## src/rtl/fx_regbank.sv

```systemverilog
// fx bus register bank: cfg R/W, live status, sticky events with mask/W1C, event counter.
// Optional FX_REGBANK_SHADOW_EN: cfg writes land in shadows, committed via address 0x02.
module fx_regbank #(
    parameter int         N_CFG    = 8,
    parameter logic [7:0] CFG_BASE = 8'h80,
    parameter int         N_STS    = 4,
    parameter logic [7:0] STS_BASE = 8'h40,
    parameter logic [7:0] VERSION  = 8'h02
) (
    input  logic               clk_sys,
    input  logic               rst_n,
    input  logic [15:0]        fx_waddr,
    input  logic               fx_wr,
    input  logic [7:0]         fx_data,
    input  logic [15:0]        fx_raddr,
    input  logic               fx_rd,
    output logic [7:0]         fx_q,
    output logic               fx_qv,
    input  logic [5:0]         mod_id,
    output logic [8*N_CFG-1:0] cfg_out,
    output logic [N_CFG-1:0]   cfg_wstb,
    input  logic [8*N_STS-1:0] sts_in,
    input  logic [7:0]         evt_in,
    output logic               irq
);

    localparam logic [7:0] A_ID     = 8'h00;
    localparam logic [7:0] A_VER    = 8'h01;
    localparam logic [7:0] A_COMMIT = 8'h02;
    localparam logic [7:0] A_FLAG   = 8'h10;
    localparam logic [7:0] A_MASK   = 8'h11;
    localparam logic [7:0] A_CNT    = 8'h12;

    logic       wr_en;
    logic       rd_en;
    logic [7:0] wa;
    logic [7:0] ra;
    logic       unused_hi;

    assign wr_en     = fx_wr && (fx_waddr[13:8] == mod_id);
    assign rd_en     = fx_rd && (fx_raddr[13:8] == mod_id);
    assign wa        = fx_waddr[7:0];
    assign ra        = fx_raddr[7:0];
    assign unused_hi = ^{fx_waddr[15:14], fx_raddr[15:14]};

    logic [N_CFG-1:0][7:0] cfg_q, cfg_d;
    logic [N_CFG-1:0][7:0] rd_cfg;
    logic [N_CFG-1:0]      wstb_q, wstb_d;
    logic [N_STS-1:0][7:0] sts;
    logic [7:0]            flag_q, flag_d;
    logic [7:0]            mask_q, mask_d;
    logic [7:0]            cnt_q, cnt_d;
    logic [7:0]            rdata_q, rdata_d;
    logic                  qv_q, qv_d;
    logic                  irq_q, irq_d;
    logic [7:0]            clr;
    logic                  rise;

    assign sts = sts_in;

`ifdef FX_REGBANK_SHADOW_EN
    logic [N_CFG-1:0][7:0] shd_q, shd_d;
    logic                  commit;

    assign commit = wr_en && (wa == A_COMMIT) && fx_data[0];
    assign rd_cfg = shd_q;

    always_comb begin
        shd_d  = shd_q;
        cfg_d  = cfg_q;
        wstb_d = '0;
        for (int i = 0; i < N_CFG; i++) begin
            if (wr_en && (wa == 8'(CFG_BASE + i)))
                shd_d[i] = fx_data;
            if (commit) begin
                cfg_d[i]  = shd_q[i];
                wstb_d[i] = (shd_q[i] != cfg_q[i]);
            end
        end
    end
`else
    assign rd_cfg = cfg_q;

    always_comb begin
        cfg_d  = cfg_q;
        wstb_d = '0;
        for (int i = 0; i < N_CFG; i++) begin
            if (wr_en && (wa == 8'(CFG_BASE + i))) begin
                cfg_d[i]  = fx_data;
                wstb_d[i] = 1'b1;
            end
        end
    end
`endif

    // New events win over a same-cycle W1C; counter clear wins over a rise.
    always_comb begin
        clr    = (wr_en && (wa == A_FLAG)) ? fx_data : 8'h00;
        flag_d = (flag_q & ~clr) | evt_in;
        rise   = |(flag_d & ~flag_q);
        mask_d = (wr_en && (wa == A_MASK)) ? fx_data : mask_q;
        if (wr_en && (wa == A_CNT))
            cnt_d = 8'h00;
        else if (rise && (cnt_q != 8'hFF))
            cnt_d = cnt_q + 8'h01;
        else
            cnt_d = cnt_q;
        irq_d = |(flag_q & mask_q);
    end

    always_comb begin
        rdata_d = 8'h00;
        qv_d    = rd_en;
        if (rd_en) begin
            unique case (1'b1)
                (ra == A_ID):   rdata_d = {2'b00, mod_id};
                (ra == A_VER):  rdata_d = VERSION;
                (ra == A_FLAG): rdata_d = flag_q;
                (ra == A_MASK): rdata_d = mask_q;
                (ra == A_CNT):  rdata_d = cnt_q;
                default:        rdata_d = 8'h00;
            endcase
            for (int j = 0; j < N_STS; j++)
                if (ra == 8'(STS_BASE + j))
                    rdata_d = sts[j];
            for (int i = 0; i < N_CFG; i++)
                if (ra == 8'(CFG_BASE + i))
                    rdata_d = rd_cfg[i];
        end
    end

    always_ff @(posedge clk_sys or negedge rst_n) begin
        if (!rst_n) begin
            for (int i = 0; i < N_CFG; i++) begin
                cfg_q[i] <= 8'(CFG_BASE + i);
`ifdef FX_REGBANK_SHADOW_EN
                shd_q[i] <= 8'(CFG_BASE + i);
`endif
            end
            wstb_q  <= '0;
            flag_q  <= 8'h00;
            mask_q  <= 8'h00;
            cnt_q   <= 8'h00;
            rdata_q <= 8'h00;
            qv_q    <= 1'b0;
            irq_q   <= 1'b0;
        end else begin
            cfg_q   <= cfg_d;
`ifdef FX_REGBANK_SHADOW_EN
            shd_q   <= shd_d;
`endif
            wstb_q  <= wstb_d;
            flag_q  <= flag_d;
            mask_q  <= mask_d;
            cnt_q   <= cnt_d;
            rdata_q <= rdata_d;
            qv_q    <= qv_d;
            irq_q   <= irq_d;
        end
    end

    assign fx_q     = rdata_q;
    assign fx_qv    = qv_q;
    assign cfg_out  = cfg_q;
    assign cfg_wstb = wstb_q;
    assign irq      = irq_q;

endmodule

```

## config.mk

```make
export PLATFORM = sky130hd
export DESIGN_NAME = fx_regbank
export DESIGN_NICKNAME = d
export VERILOG_FILES = /design/src/rtl/fx_regbank.sv
export SDC_FILE = /design/constraint.sdc
export NUM_CORES = 1
export LEC_CHECK = 0
export ABC_AREA = 1
export CAP_MARGIN = 15
export CORE_MARGIN = 8
export CORE_UTILIZATION = 44
export CTS_BUF_LIST = sky130_fd_sc_hd__clkbuf_8
export DETAILED_ROUTE_END_ITERATION = 8
export GPL_TIMING_DRIVEN = 1
export HOLD_SLACK_MARGIN = 0.03
export PLACE_DENSITY = 0.82
export SYNTH_ARGS = -nofsm -noshare
export SYNTH_HDL_FRONTEND = slang
export SYNTH_SLANG_ARGS = --single-unit
```

## constraint.sdc

```tcl
create_clock -name clk_sys -period 1.4 [get_ports clk_sys]
set_input_delay 0.42 -clock clk_sys [delete_from_list [all_inputs] [get_ports clk_sys]]
set_output_delay 0.42 -clock clk_sys [all_outputs]
set_load 0.1 [all_outputs]
```

==> results.json, run 1 <==
{
  "pre_cts_ws_ns": -1.33,
  "async_reset_ff_share_pct": 100,
  "outcome": "aborted with a tool error",
  "cts_htree_levels": 3,
  "syn_area_mm2": 0.00562,
  "grt_max_degree": 34,
  "start_util_pct": 44.7,
  "syn-instance-count": 730,
  "io_pins": 172,
  "dpl_cell_area_mm2": 0.00913,
  "dp.cells": 1148,
  "ys.flop_type": "dfrtp_1",
  "gp_congestion": 0.998,
  "worstEpCategory": "register data pin",
  "synth_nets": 821,
  "ys_seq_area_share_pct": 47.7,
  "placementRows": 41,
  "clockRootBuffer": "clkbuf_8",
  "dp_hpwl_um": 16900,
  "port_buffers": 167,
  "cts_inserted_buffers": 9,
  "yosysUniqueCellTypes": 40,
  "grtUsageTotal_pct": 65.1,
  "ys_warn_count": 0,
  "overflow": 9,
  "error": "[ERROR GRT-0232] Routing congestion too high. Check the congestion heatmap in the GUI.",
  "syn_area_per_cell_um2": 7.70,
  "lastStage": "global routing (5_1_grt)",
  "synth_edf_count": 0,
  "cts_sinks": 106,
  "crit_endpoint": "fx_q[1]$_DFF_PN0_/D",
  "cts_buffer_depth": 2,
  "die_h_um": 129,
  "die_w_um": 129,
  "synth_seq_cells": 106
}
-- cell usage after synthesis (6+ instances only) --
cell type	number	area [µm²]
a21oi_1	27	135
nor2_2	9	56.3
nand2_2	8	50.1
or2_0	6	37.5
buf_2	10	50.1
nand2_1	213	800
o21ai_2	9	78.8
nand3_1	32	160
nand4_1	22	138
nor3_1	12	60.1
dfstp_2	20	526
inv_1	81	304
o21ai_1	11	55.1
dfrtp_1	86	2150
nor2_1	68	255
o21ai_0	67	335
-- timing repair --
action                                  in CTS
hold endpoints to repair                    10
pin swaps                                   80
gates cloned                                11
buffers inserted                           100
hold buffers                                 1
endpoints found under the setup margin     176
resized for setup                          346
-- kinds of logic after synthesis --
| kind of cell | synth area share, % |
|---|---|
| simple gates | 31.0 |
| fa+ha+maj | 0.223 |
| compound gates | 13.0 |
| buf+inv | 7.15 |
| mux | 0.200 |
| flops | 47.7 |
| xor+xnor | 0.779 |
-- routing by layer --
metal	overflow	global-route usage, %
met5	0	26.5
met4	7	63.2
met2	2	81.7
met3	0	54.8
met1	0	61.5
-- metrics by stage --
step	setup TNS [ns]	hold slack (ns)
after floorplan	-18.32	0.124
after global placement	-93.30	0.295
after detailed placement	-99.98	0.294
after CTS	-17.67	0.366
==> inputs of run 2 (changes only) <==
--- a/config.mk
+++ b/config.mk
@@ -8,12 +8,10 @@
 export ABC_AREA = 1
 export CAP_MARGIN = 15
 export CORE_MARGIN = 8
-export CORE_UTILIZATION = 44
-export CTS_BUF_LIST = sky130_fd_sc_hd__clkbuf_8
+export CORE_UTILIZATION = 40
 export DETAILED_ROUTE_END_ITERATION = 8
 export GPL_TIMING_DRIVEN = 1
-export HOLD_SLACK_MARGIN = 0.03
-export PLACE_DENSITY = 0.82
+export PLACE_DENSITY_LB_ADDON = 0.15
 export SYNTH_ARGS = -nofsm -noshare
 export SYNTH_HDL_FRONTEND = slang
 export SYNTH_SLANG_ARGS = --single-unit
==> constraint.sdc (replaced) <==
create_clock -name clk_sys -period 1.8 [get_ports clk_sys]
set_input_delay 0.54 -clock clk_sys [delete_from_list [all_inputs] [get_ports clk_sys]]
set_output_delay 0.54 -clock clk_sys [all_outputs]
set_load 0.1 [all_outputs]
==> run 2 against run 1 <==
Synthesized cell count unchanged; synthesized area is the same; the flow now finishes, with violations (negative setup slack).
==> results.json, run 2 <==
{
  "worst_ir_drop_vdd_uv": 471,
  "ant_nets": 0,
  "cts_htree_levels": 3,
  "fin_tns_setup_ns": -0.783,
  "power.density_mw_per_mm2": 516,
  "vias_per_cell": 5.43,
  "r2r_setup_slack_ns": 0.05,
  "synth_nets": 821,
  "gp_congestion": 0.969,
  "vias": 6518,
  "synth.most_common_cell": "nand2_1",
  "synthTopCellsByCount": "nand2_1 (213), dfrtp_1 (86), inv_1 (81)",
  "synth_seq_cells": 106,
  "largest_reg_flops": 64,
  "cts_inserted_buffers": 9,
  "drv_slew": 0,
  "drive_gt1_share_pct": 38.7,
  "cellLeakagePower_uw": 0.00479,
  "critPathLaunchType": "input port",
  "syn_area_per_cell_um2": 7.70,
  "finalInstanceArea_mm2": 0.0104,
  "synth.largest_area_cell": "dfrtp_1",
  "start_util_pct": 40.6,
  "core_mm2": 0.0138,
  "setup_slack_ns": -0.159,
  "cts_sinks": 106,
  "r2r-start": "cnt_q[3]$_DFFE_PN0P_",
  "first_global_vias": 6264,
  "design.die.area_mm2": 0.0181,
  "cp.required_ns": 2.04,
  "layout_common_cells": "nand2_1 (182), buf_12 (96), dfrtp_1 (86)",
  "dpl_cell_area_mm2": 0.00889,
  "cts_tree": "yes",
  "reg2regPathDepth": 8,
  "syn_area_mm2": 0.00562,
  "dp_hpwl_um": 16800,
  "placementRows": 43,
  "cts_buffer_depth": 2,
  "end_kind": "flip-flop",
  "critical_path_class": "input port to flip-flop",
  "clk-insertion-delay-late_ns": 0.37,
  "yosysUniqueCellTypes": 40,
  "crit_fanout": 8,
  "die_w_um": 135,
  "grt_pass1_wl_um": 35300,
  "async_reset_ff_share_pct": 100,
  "arrival_ns": 2.20,
  "finalNetCount": 1106,
  "final_common_cell": "nand2_1",
  "syn-instance-count": 730,
  "relSlewSlack_pct": 51.8,
  "tightest_slew_ns": 0.723,
  "max_cap_viol_count": 0,
  "drt_first_pass_iters": 7,
  "drtIter0Drc": 572,
  "outcome": "complete, but fails checks",
  "synth_edf_count": 0,
  "path_clk_slew_ns": 0.08,
  "fin_crit_sh_pct": 109,
  "rsz0062_at_grt": "yes",
  "io_pins": 172,
  "overflow": 0,
  "grt_antenna_before_repair": 0,
  "hold_buffers": 0,
  "die_h_um": 135,
  "finalCriticalPeriod_ns": 1.96,
  "ys.flop_type": "dfrtp_1",
  "pre_cts_ws_ns": -0.985,
  "setup_viol": 24,
  "grtUsageTotal_pct": 25.4,
  "setup.worst_path.start": "fx_raddr[4]",
  "timing.fmax_ghz": 0.511,
  "port_buffers": 167,
  "ys_seq_area_share_pct": 47.7,
  "synthTopCellsByArea": "dfrtp_1 (38%), nand2_1 (14%), dfstp_2 (9.4%)",
  "clockRootBuffer": "clkbuf_16",
  "wire_per_inst_um": 21.0,
  "synth_top_area_share_pct": 38.3,
  "hold_viol_final": 0,
  "holdCritPathClass": "input port to async pin",
  "area_delta_synth_final_pct": 84.2,
  "skew_ns": 0.0114,
  "violations": "negative setup slack",
  "drcViolationCount": 0,
  "r2r_end": "cnt_q[3]$_DFFE_PN0P_",
  "grt_max_degree": 49,
  "ys_warn_count": 0,
  "finalWirelength_um": 25200
}
run 2: worst max-delay path: stages:
cell,delay [ns]
clkdlybuf4s15_2,0.21
nor2_4,0.15
nand3_4,0.14
nor2_4,0.15
inv_4,0.06
or2_0,0.22
nand2_1,0.06
nand4_1,0.14
nor2_2,0.17
nand4_1,0.15
nand2_2,0.13
a21oi_2,0.06
run 2: metal layers:
layer,wire length (µm),vias up,track usage [%]
met1,9980,3139,32.2
met2,12200,346,41.1
met4,783,0,9.23
li1,-,2962,-
met5,0,-,0
met3,2150,71,6.09
run 2: worst max-delay path by stage:
stage / slack (ns) / end / depth (start not counted)
final: -0.16 / fx_q[3]$_DFF_PN0_ / 12
after global routing: -0.22 / fx_q[1]$_DFF_PN0_ / 15
after CTS: -0.09 / fx_q[3]$_DFF_PN0_ / 13
after detailed placement: -0.99 / fx_q[1]$_DFF_PN0_ / 16
after global placement: -0.95 / fx_q[6]$_DFF_PN0_ / 12
after floorplan: 0.0005 / fx_q[0]$_DFF_PN0_ / 13
run 2: cells by family (layout without fill, tap and decap cells):
| family | count (synthesis) | in the layout | share of synthesized area [%] |
|---|---|---|---|
| buffers and inverters | 99 | 379 | 7.15 |
| other | 0 | 1 | 0 |
| and+or+nand+nor | 388 | 398 | 31.0 |
| xor gates and xnor gates | 5 | 5 | 0.779 |
| AOI/OAI and AO/OA | 130 | 130 | 13.0 |
| muxes | 1 | 1 | 0.200 |
| DFF | 106 | 106 | 47.7 |
| adders and majority gates | 1 | 1 | 0.223 |
run 2: area by class of cell:
cell class              count  area [µm²]
repair buffers            277        3590
clock inverters             6        71.3
diodes                      1        2.50
multi-input cells         535        3200
flip-flops and latches    106        2680
inverters                  86         349
well taps                 180         225
clock buffers              10         239
fillers                   971        3480
run 2: what timing repair did:
item                       CTS  global route
buffers inserted            15            24
gates resized for setup    139           145
pin swaps                   43            46
gates cloned                 4             8
setup endpoints to repair  105            96
run 2: per-stage QoR:
step,hold WS [ns],power (µW),utilization (%),std cells
2_1_floorplan,0.244,2700,-,730
3_3_place_gp,0.442,3140,64.3,1134
3_5_place_dp,0.443,3160,64.3,1134
4_1_cts,0.0567,5250,69.9,1169
5_1_grt,0.0541,5500,74.8,1200
6_report,0.0501,5350,74.9,1201
run 2: where the power goes:
part / internal, µW / switching [µW]
registers: 2410 / 36.7
logic: 373 / 436
clock network: 1130 / 955
Note: power is estimated with default switching activity, not from simulation.
